==> src/rtl/nn_layer_writeback.sv <==
// nn_layer_writeback: drains one layer's activations through the output mux into the next-layer FIFO or result memory
//   in : clk, reset_n (sync, active-low), start, n_active, last_layer, mem_base, mux_y, fifo_full
//   out: sel, fifo_wr_en/fifo_wdata, mem_we/mem_addr/mem_wdata, busy, done
module nn_layer_writeback #(
  parameter int DATA_W    = 8,
  parameter int N_NEURONS = 16,
  parameter int ADDR_W    = 8,
  localparam int SW       = $clog2(N_NEURONS),
  localparam int NW       = $clog2(N_NEURONS + 1)
) (
  input  logic              clk,
  input  logic              reset_n,
  input  logic              start,
  input  logic [NW-1:0]     n_active,
  input  logic              last_layer,
  input  logic [ADDR_W-1:0] mem_base,
  output logic [SW-1:0]     sel,
  input  logic [DATA_W-1:0] mux_y,
  input  logic              fifo_full,
  output logic              fifo_wr_en,
  output logic [DATA_W-1:0] fifo_wdata,
  output logic              mem_we,
  output logic [ADDR_W-1:0] mem_addr,
  output logic [DATA_W-1:0] mem_wdata,
  output logic              busy,
  output logic              done
);
  typedef enum logic [1:0] {IDLE, WRITE, FIN} state_t;
  state_t              state_q, state_d;
  logic [SW-1:0]       sel_q, sel_d;
  logic [NW-1:0]       n_q, n_d;
  logic                last_q, last_d;
  logic [ADDR_W-1:0]   base_q, base_d;
  logic                accept, last_sel;
  assign fifo_wr_en = (state_q == WRITE) && !last_q && !fifo_full;
  assign mem_we     = (state_q == WRITE) && last_q;
  assign accept     = fifo_wr_en || mem_we;
  assign last_sel   = NW'(sel_q) == n_q - NW'(1);
  assign sel        = sel_q;
  assign fifo_wdata = mux_y;
  assign mem_wdata  = mux_y;
  assign mem_addr   = base_q + ADDR_W'(sel_q);
  assign busy       = state_q != IDLE;
  assign done       = state_q == FIN;
  always_comb begin
    state_d = state_q;
    sel_d   = sel_q;
    n_d     = n_q;
    last_d  = last_q;
    base_d  = base_q;
    case (state_q)
      IDLE: if (start) begin
        state_d = (n_active == '0) ? FIN : WRITE;
        n_d     = (n_active > NW'(N_NEURONS)) ? NW'(N_NEURONS) : n_active;
        last_d  = last_layer;
        base_d  = mem_base;
        sel_d   = '0;
      end
      WRITE: if (accept) begin
        state_d = last_sel ? FIN : WRITE;
        sel_d   = last_sel ? '0 : sel_q + SW'(1);
      end
      default: state_d = IDLE;
    endcase
  end
  always_ff @(posedge clk) begin
    if (!reset_n) begin
      state_q <= IDLE;
      sel_q   <= '0;
      n_q     <= '0;
      last_q  <= 1'b0;
      base_q  <= '0;
    end else begin
      state_q <= state_d;
      sel_q   <= sel_d;
      n_q     <= n_d;
      last_q  <= last_d;
      base_q  <= base_d;
    end
  end
endmodule
==> config.mk <==
export PLATFORM = sky130hd
export DESIGN_NAME = nn_layer_writeback
export DESIGN_NICKNAME = d
export VERILOG_FILES = /design/src/rtl/nn_layer_writeback.sv
export SDC_FILE = /design/constraint.sdc
export NUM_CORES = 1
export LEC_CHECK = 0
export BUFFER_PORTS_ARGS = -buffer_cell sky130_fd_sc_hd__buf_2
export CORE_MARGIN = 5
export CORE_UTILIZATION = 40
export DETAILED_ROUTE_END_ITERATION = 10
export HOLD_SLACK_MARGIN = 0.08
export PLACE_DENSITY = 0.69
export SLEW_MARGIN = 10
export SYNTH_ARGS = -nofsm -noshare
export SYNTH_HDL_FRONTEND = slang
export SYNTH_SLANG_ARGS = --single-unit
==> constraint.sdc <==
create_clock -name clk -period 4.85 [get_ports clk]
set_clock_uncertainty 0.05 [all_clocks]
set_input_delay 0.97 -clock clk [delete_from_list [all_inputs] [get_ports clk]]
set_output_delay 0.97 -clock clk [all_outputs]
set_load 0.005 [all_outputs]
# [Word level (Yosys, flattened, before mapping)]
# Cells that the tools add are included.
[totals] wordCells=37 memories=0 input_bits=26 latchBits=0 ramBits=0 register_bits=20 romBits=0
[classes] bitwise=0 n_mux=10 n_reduce_logical=13 add_sub_neg=3 shift=0 eq_ne=5 magnitude_cmp=1 div_mod_pow=0 multipliers=0
[ops] cell="$mux 4" n=3
[ops] cell="$add 8x4->8" n=1
[ops] cell="$mux 2" n=4
[ops] cell="$pmux 4 s2" n=1
[ops] cell="$eq 4x5->1" n=1
[ops] cell="$gt 5x5->1 const B" n=1
[ops] cell="$logic_not 5->1" n=1
[ops] cell="$mux 5" n=1
[ops] cell="$sub 5x1->5 const B" n=1
[ops] cell="$add 4x1->4 const B" n=1
[ops] cell="$ne 2x2->1 const B" n=2
[ops] cell="$pmux 2 s2" n=1
[ops] cell="$reduce_and 2->1" n=2
[ops] cell="$reduce_bool 2->1" n=2
[ops] cell="$logic_and 1x1->1" n=3
[ops] cell="$reduce_and 3->1" n=1
[ops] cell="$eq 2x1->1 const B" n=1
[ops] cell="$eq 2x2->1 const B" n=1
[ops] cell="$logic_not 1->1" n=2
[ops] cell="$logic_not 2->1" n=1
[ops] cell="$logic_or 1x1->1" n=1

# [Depth between registers and ports, before layout]
# Gate-level depths: netlist of the first run.
[depth] ltp_word=6 mapped_depth=8 ltp_nobuf=8

# [Least setup slack after synthesis of the first run]
# OpenSTA, ideal clock, no wires.
[synth_timing] path_kind="register to output" from="register sel_q[0] (netlist: sel[0])" to="output port mem_addr[6]" path_slack_ns=2.257 arrival_time_ns=1.573 path_stages_with_launch=9 path_cell_list="dfxtp_1 -> ha_1 -> inv_1 -> fa_1 -> nor2b_1 -> o21ai_0 -> nand2b_1 -> nand3_1 -> xnor2_1"
[synth_via] elab_chain_len=1
[synth_lines] element="from (decl)" line_no="30" rtl="logic [SW-1:0] sel_q, sel_d;"
[synth_lines] element="from (signal assigned)" line_no="75" rtl="sel_q <= sel_d;"
[synth_lines] element="$add 8x4->8" line_no="42" rtl="assign mem_addr = base_q + ADDR_W'(sel_q);"
[synth_lines] element="to (decl)" line_no="23" rtl="output logic [ADDR_W-1:0] mem_addr,"
# Every way passes these cells.

# [Final worst setup path of the first run]
# Same ends and word-level chain as after synthesis.

==> impl_metrics.tcl, run 1 <==
set metrics [dict create \
    dp_hpwl_um 2110 \
    fin_crit_sh_pct 64.5 \
    yosysSeqAreaShare_pct 29.5 \
    max_freq_mhz 320 \
    die_x_um 68.3 \
    hold_class "reg2reg" \
    status "completed" \
    cp.arrival_ps 2110 \
    maxCapViolCount 0 \
    power_uw 344 \
    hold_viol 0 \
    worstPathMaxFanout 7 \
    maxSlewHeadroom_pct 50.7 \
    rsz0062_at_grt "no" \
    htreeDepth 1 \
    clk_pin_slew_ps 110 \
    setup_slack_ps 1720 \
    vdd_drop_max_mv 0.112 \
    synth_edf_count 0 \
    yosys_warnings 0 \
    layout_min_cycle_time_ps 3130 \
    utilization_pct 44.3 \
    avgViaCountPerCell 4.80 \
    vias 1085 \
    drc 0 \
    die-area_um2 4660 \
    grt_util_met3_pct 1.15 \
    worst_pin_slew_ps 739 \
    track_usage_pct 12.3 \
    pre_cts_ws_ps 2070 \
    synth_top_area_share_pct 29.5 \
    wl_per_cell_um 12.0 \
    clk_latency_ps 310 \
    wirelength_um 2710 \
    finalSetupTns_ps 0 \
    postCtsHoldBufs 0 \
    gp_congestion 0.771 \
    area_delta_synth_final_pct 7.93 \
    synth_area_leaders "dfxtp_1 (29%), buf_4 (10%), nand2_1 (8.3%)" \
    post_cts_resized 0 \
    root_buffer "clkbuf_4" \
    numCtsBuffers 3 \
    top_usage_layer "met2" \
    grt_pass1_vias 1041 \
    initialDrtViolationCount 42 \
    detail-route-antenna-nets 0 \
    grt-ovfl-total 0 \
    dr.pass1.iters 4 \
    mappedNetlistNets 198 \
    nets 214 \
    finalSetupViolations 0 \
    leakagePower_uw 0.000650 \
    cts_tree "yes" \
    syn_inst 165 \
    grt_max_degree 23 \
    core-area_um2 3310 \
    io_pins 58 \
    synth.avg_cell_area_um2 8.23 \
    critPathKind "reg2out" \
    drive_gt1_share_pct 22.2 \
    hold_ws_ps 424 \
    rows 21 \
    grt.met1_usage_pct 14.8 \
    diodes 0 \
    netlist_top_cells_count "nand2_1 (30), dfxtp_1 (20), buf_4 (18)" \
    cts.path.max_buffers 2 \
    synth_ff_type "dfxtp_1" \
    synth_area_um2 1360 \
    synth-async-reset-ratio_pct 0 \
    synth_most_common_cell "nand2_1" \
    grt_antenna_before_repair 0 \
    yosys_register_bits 20 \
    crit_path_start_kind "flip-flop" \
    use_met2_pct 22.1 \
    die_h_um 68.3 \
    cts_num_sinks 20 \
    io_buffers 33 \
    post_cts_buffers 0 \
    p_per_area_nw_per_um2 235 \
    worstPathRequired_ps 3830 \
    start_util_pct 41.0 \
    synth_top_cell_by_area "dfxtp_1" \
    slew_viol_final 0 \
    ys_types 36 \
    grt_first_pass_wirelength_um 4500 \
    endpoint_kind "output pin" \
]
-- flip-flops by register name, indices dropped and copies added (netlist names) --
| register | flops |
|---|---|
| sel | 4 |
| last_q | 1 |
| n_q | 5 |
| base_q | 8 |
| state_q | 2 |
-- worst max-delay path, stage by stage (launching register included) --
cell	delay, ps
dfxtp_1	460
ha_1	210
inv_1	50
fa_1	390
nor2b_1	120
o21ai_0	80
nand2b_1	120
nand3_1	110
xnor2_1	140
buf_2	130
-- per-layer routing --
metal | up-vias | wire, um
met4 | 0 | 51
met3 | 5 | 116
met2 | 15 | 1400
met5 | - | 0
met1 | 496 | 1140
li1 | 569 | -
-- placed cells by master (no fill, tap or decap) --
master / Yosys / layout
a221oi_2: 1 / 1
o21ba_1: 1 / 1
or2b_1: 1 / 1
o22ai_1: 2 / 2
and3b_1: 1 / 1
mux2i_1: 1 / 1
a311oi_4: 1 / 1
o211ai_1: 1 / 1
nand4b_1: 1 / 1
a41oi_1: 1 / 1
nor2_1: 6 / 6
inv_1: 8 / 8
dfxtp_1: 20 / 20
buf_2: 1 / 33
and3_1: 1 / 1
clkbuf_4: 0 / 3
nand3b_1: 5 / 5
nor3_1: 3 / 3
a21boi_1: 2 / 2
o21ai_0: 4 / 4
nand2_1: 30 / 30
a21oi_1: 3 / 3
and2_0: 1 / 1
nand4_1: 1 / 1
o2111ai_2: 1 / 1
a21o_1: 1 / 1
nand2b_1: 3 / 3
clkbuf_8: 0 / 1
fa_1: 1 / 1
nor2b_1: 6 / 6
ha_1: 6 / 6
nand3_1: 4 / 4
xor2_1: 4 / 4
a21boi_0: 14 / 14
o2111ai_1: 1 / 1
xnor2_1: 7 / 7
-- area by class of cell --
cell class	instances	area, um2
Fill cell	352	1850
Multi-Input combinational cell	115	776
Sequential cell	20	400
Timing Repair Buffer	33	165
Tap cell	46	57.6
Clock buffer	4	36.3
Inverter	8	30.0
-- where the power goes --
group	internal, uW	total (uW)	switching, uW
clock	45.9	99.7	53.9
combinational	29.7	62.6	32.9
sequential	172	181	9.20
total	248	344	95.9
-- final timing paths --
path,startpoint,endpoint,slack [ps],depth (start not counted)
hold reg to reg,base_q[3],base_q[3],420,2
hold / removal,base_q[3],base_q[3],420,2
setup / recovery,sel[0],mem_addr[6],1720,9
setup reg to reg,n_q[0],sel[3],2960,7
-- through the flow --
stage | instance area, um2 | cells
4_1_cts | 1470 | 226
5_1_grt | 1470 | 226
6_report | 1470 | 226
3_3_place_gp | 1430 | 222
3_5_place_dp | 1430 | 222
2_1_floorplan | 1360 | 165
-- cell families (layout without fill, tap and decap cells) --
kind of cell	Yosys count	after routing	share of synthesized area, %
XOR/XNOR	11	11	7.10
adder cells (fa/ha/maj)	7	7	7.00
AO/OA/AOI/OAI	33	33	19.6
multiplexers	1	1	0.737
AND/OR/NAND/NOR	63	63	22.7
flip-flops	20	20	29.5
buffers and inverters	30	45	13.4
(Power assumes the default switching activity.)
==> run 2: changes to the inputs <==
ABC_AREA = 1   (was unset)
clock period = 2.9 ns   (was 4.85 ns; I/O delays follow)
==> impl_metrics.tcl, run 2 <==
set metrics [dict create \
    status "completed" \
    critPathKind "reg2out" \
    mappedNetlistNets 228 \
    hold_class "in2reg" \
    finalSetupViolations 0 \
    io_pins 58 \
    slowest_stage "dfxtp_1" \
    maxSlewHeadroom_pct 66.0 \
    worst-path-buf-inv 2 \
    numCtsBuffers 3 \
    synth-async-reset-ratio_pct 0 \
    dp_hpwl_um 2120 \
    pwr-share-comb_pct 27.7 \
    post_cts_buffers 0 \
    htreeDepth 1 \
    synth.avg_cell_area_um2 6.84 \
    cts.path.max_buffers 2 \
    vias 1169 \
    yosys_register_bits 20 \
    p_per_area_nw_per_um2 528 \
    placed_area_um2 1420 \
    hold_viol 0 \
    synth_ff_type "dfxtp_1" \
    postCtsHoldBufs 0 \
    crit_path_start "sel[0]" \
    p_seq_share_pct 42.3 \
    die_h_um 67.7 \
    layout_min_cycle_time_ps 2560 \
    finalSetupTns_ps 0 \
    start_util_pct 40.6 \
    synth_edf_count 0 \
    wl_per_cell_um 10.1 \
    seqCellArea_um2 400 \
    max_freq_mhz 391 \
    io_buffers 33 \
    cts_num_sinks 20 \
    largest_register_ffs 8 \
    cp.arrival_ps 1930 \
    nets 247 \
    die-area_um2 4590 \
    cpPeakStageDelay_ps 430 \
    endpoint_kind "output pin" \
    drc 0 \
    multi_input_area_um2 701 \
    worst_pin_slew_ps 510 \
    ys_types 21 \
    clk_latency_ps 320 \
    syn_inst 195 \
    synth_area_leaders "dfxtp_1 (30%), buf_4 (10%), nand2_1 (9.6%)" \
    die_x_um 67.7 \
    detail-route-antenna-nets 0 \
    netlist_top_cells_count "nand2_1 (34), nor2_1 (29), dfxtp_1 (20)" \
    synth_top_area_share_pct 30.0 \
    rsz0062_at_grt "no" \
    filler_cell_count 360 \
    crit_chain "ha_1 > inv_1 > fa_1 > o21ai_1 > nand2_1 > xnor2_1 > buf_2" \
    cpLargestDelayFamily "adder cells" \
    grt_first_pass_wirelength_um 4440 \
    area_delta_synth_final_pct 10.2 \
    synth_most_common_cell "nand2_1" \
    p_switching_uw 246 \
    synth_top_cell_by_area "dfxtp_1" \
    grt_antenna_before_repair 0 \
    synth_area_um2 1330 \
    p_clk_share_pct 30.0 \
    yosys_warnings 0 \
    core-area_um2 3280 \
    clk_pin_slew_ps 130 \
    p_int_uw 530 \
    leakagePower_uw 0.000748 \
    initialDrtViolationCount 53 \
    worstPathRequired_ps 2270 \
    grt_pass1_vias 1056 \
    fin_crit_sh_pct 88.3 \
    vdd_drop_max_mv 0.245 \
    largest_register "base_q" \
    rows 21 \
    gp_congestion 0.822 \
    slew_viol_final 0 \
    drive_gt1_share_pct 24.9 \
    fin_area_um2 1470 \
    grt-ovfl-total 0 \
    diodes 0 \
    cts_tree "yes" \
    final_cell_mix "nand2_1 (34), buf_2 (33), nor2_1 (29)" \
    avgViaCountPerCell 4.51 \
    yosysSeqAreaShare_pct 30.0 \
    maxCapViolCount 0 \
    dr.pass1.iters 4 \
    r2r-start "n_q[0]" \
    track_usage_pct 12.8 \
    worstPathMaxFanout 5 \
    sw_frac_of_total_pct 31.7 \
    layout_commonest_cell "nand2_1" \
    worstHoldStart "mem_base[6]" \
    root_buffer "clkbuf_4" \
    wirelength_um 2600 \
    post_cts_resized 0 \
    hold_ws_ps 425 \
    grt_max_degree 19 \
    crit_path_start_kind "flip-flop" \
]
run 2: final cells by class:
cell class	count	area share [%]
clock buffers	3	1.53
clock inverters	1	2.04
inverters	25	6.38
multi-input cells	131	47.7
flip-flops and latches	20	27.2
well taps	46	3.91
repair buffers	33	11.2
run 2: path summary, 6_finish.rpt:
| path | end | slack, ps | cells after the start |
|---|---|---|---|
| setup / recovery | mem_addr[6] | 340 | 7 |
| hold / removal | base_q[6] | 430 | 3 |
| setup reg to reg | sel[2] | 1190 | 12 |
| hold reg to reg | n_q[1] | 430 | 2 |
run 2: kinds of logic after synthesis:
group           after synthesis  share of synthesized area [%]
buf+inv                      44                           17.4
compound gates               29                           10.9
fa+ha+maj                     7                           7.13
flops                        20                           30.0
xor+xnor                      8                           5.25
simple gates                 87                           29.3
run 2: power by group through the flow:
| stage | registers, uW | clock network, uW | logic, uW |
|---|---|---|---|
| floorplan | 329 | 0 | 171 |
| global placement | 333 | 0 | 216 |
| detailed placement | 334 | 0 | 218 |
| CTS | 328 | 239 | 218 |
| global route | 333 | 252 | 247 |
| finish | 328 | 233 | 215 |
run 2: metal layers:
metal	vias to the layer above	GRT usage, %	part of all wire [%]	wire length [um]
met3	5	2.00	4.8	125
met4	0	7.34	2.3	61
met2	18	19.9	45	1170
met1	509	16.5	48	1250
li1	637	-	-	-
met5	-	0	0	0
run 2: worst register-to-register path, delay by kind of cell, from the launching register on:
family                   cells  cell delay, ps
AND/OR/NAND/NOR              9             760
flip-flops                   1             400
buffers and inverters        2              90
adder cells (fa/ha/maj)      1             310
run 2: stage by stage:
stage | utilization (%) | power, uW | setup slack [ps] | std cells
after floorplan | - | 500 | 843 | 195
after global placement | 43.2 | 550 | 707 | 255
after detailed placement | 43.2 | 552 | 674 | 255
after CTS | 44.8 | 786 | 322 | 259
after global routing | 44.8 | 832 | 165 | 259
final | 44.8 | 776 | 341 | 259
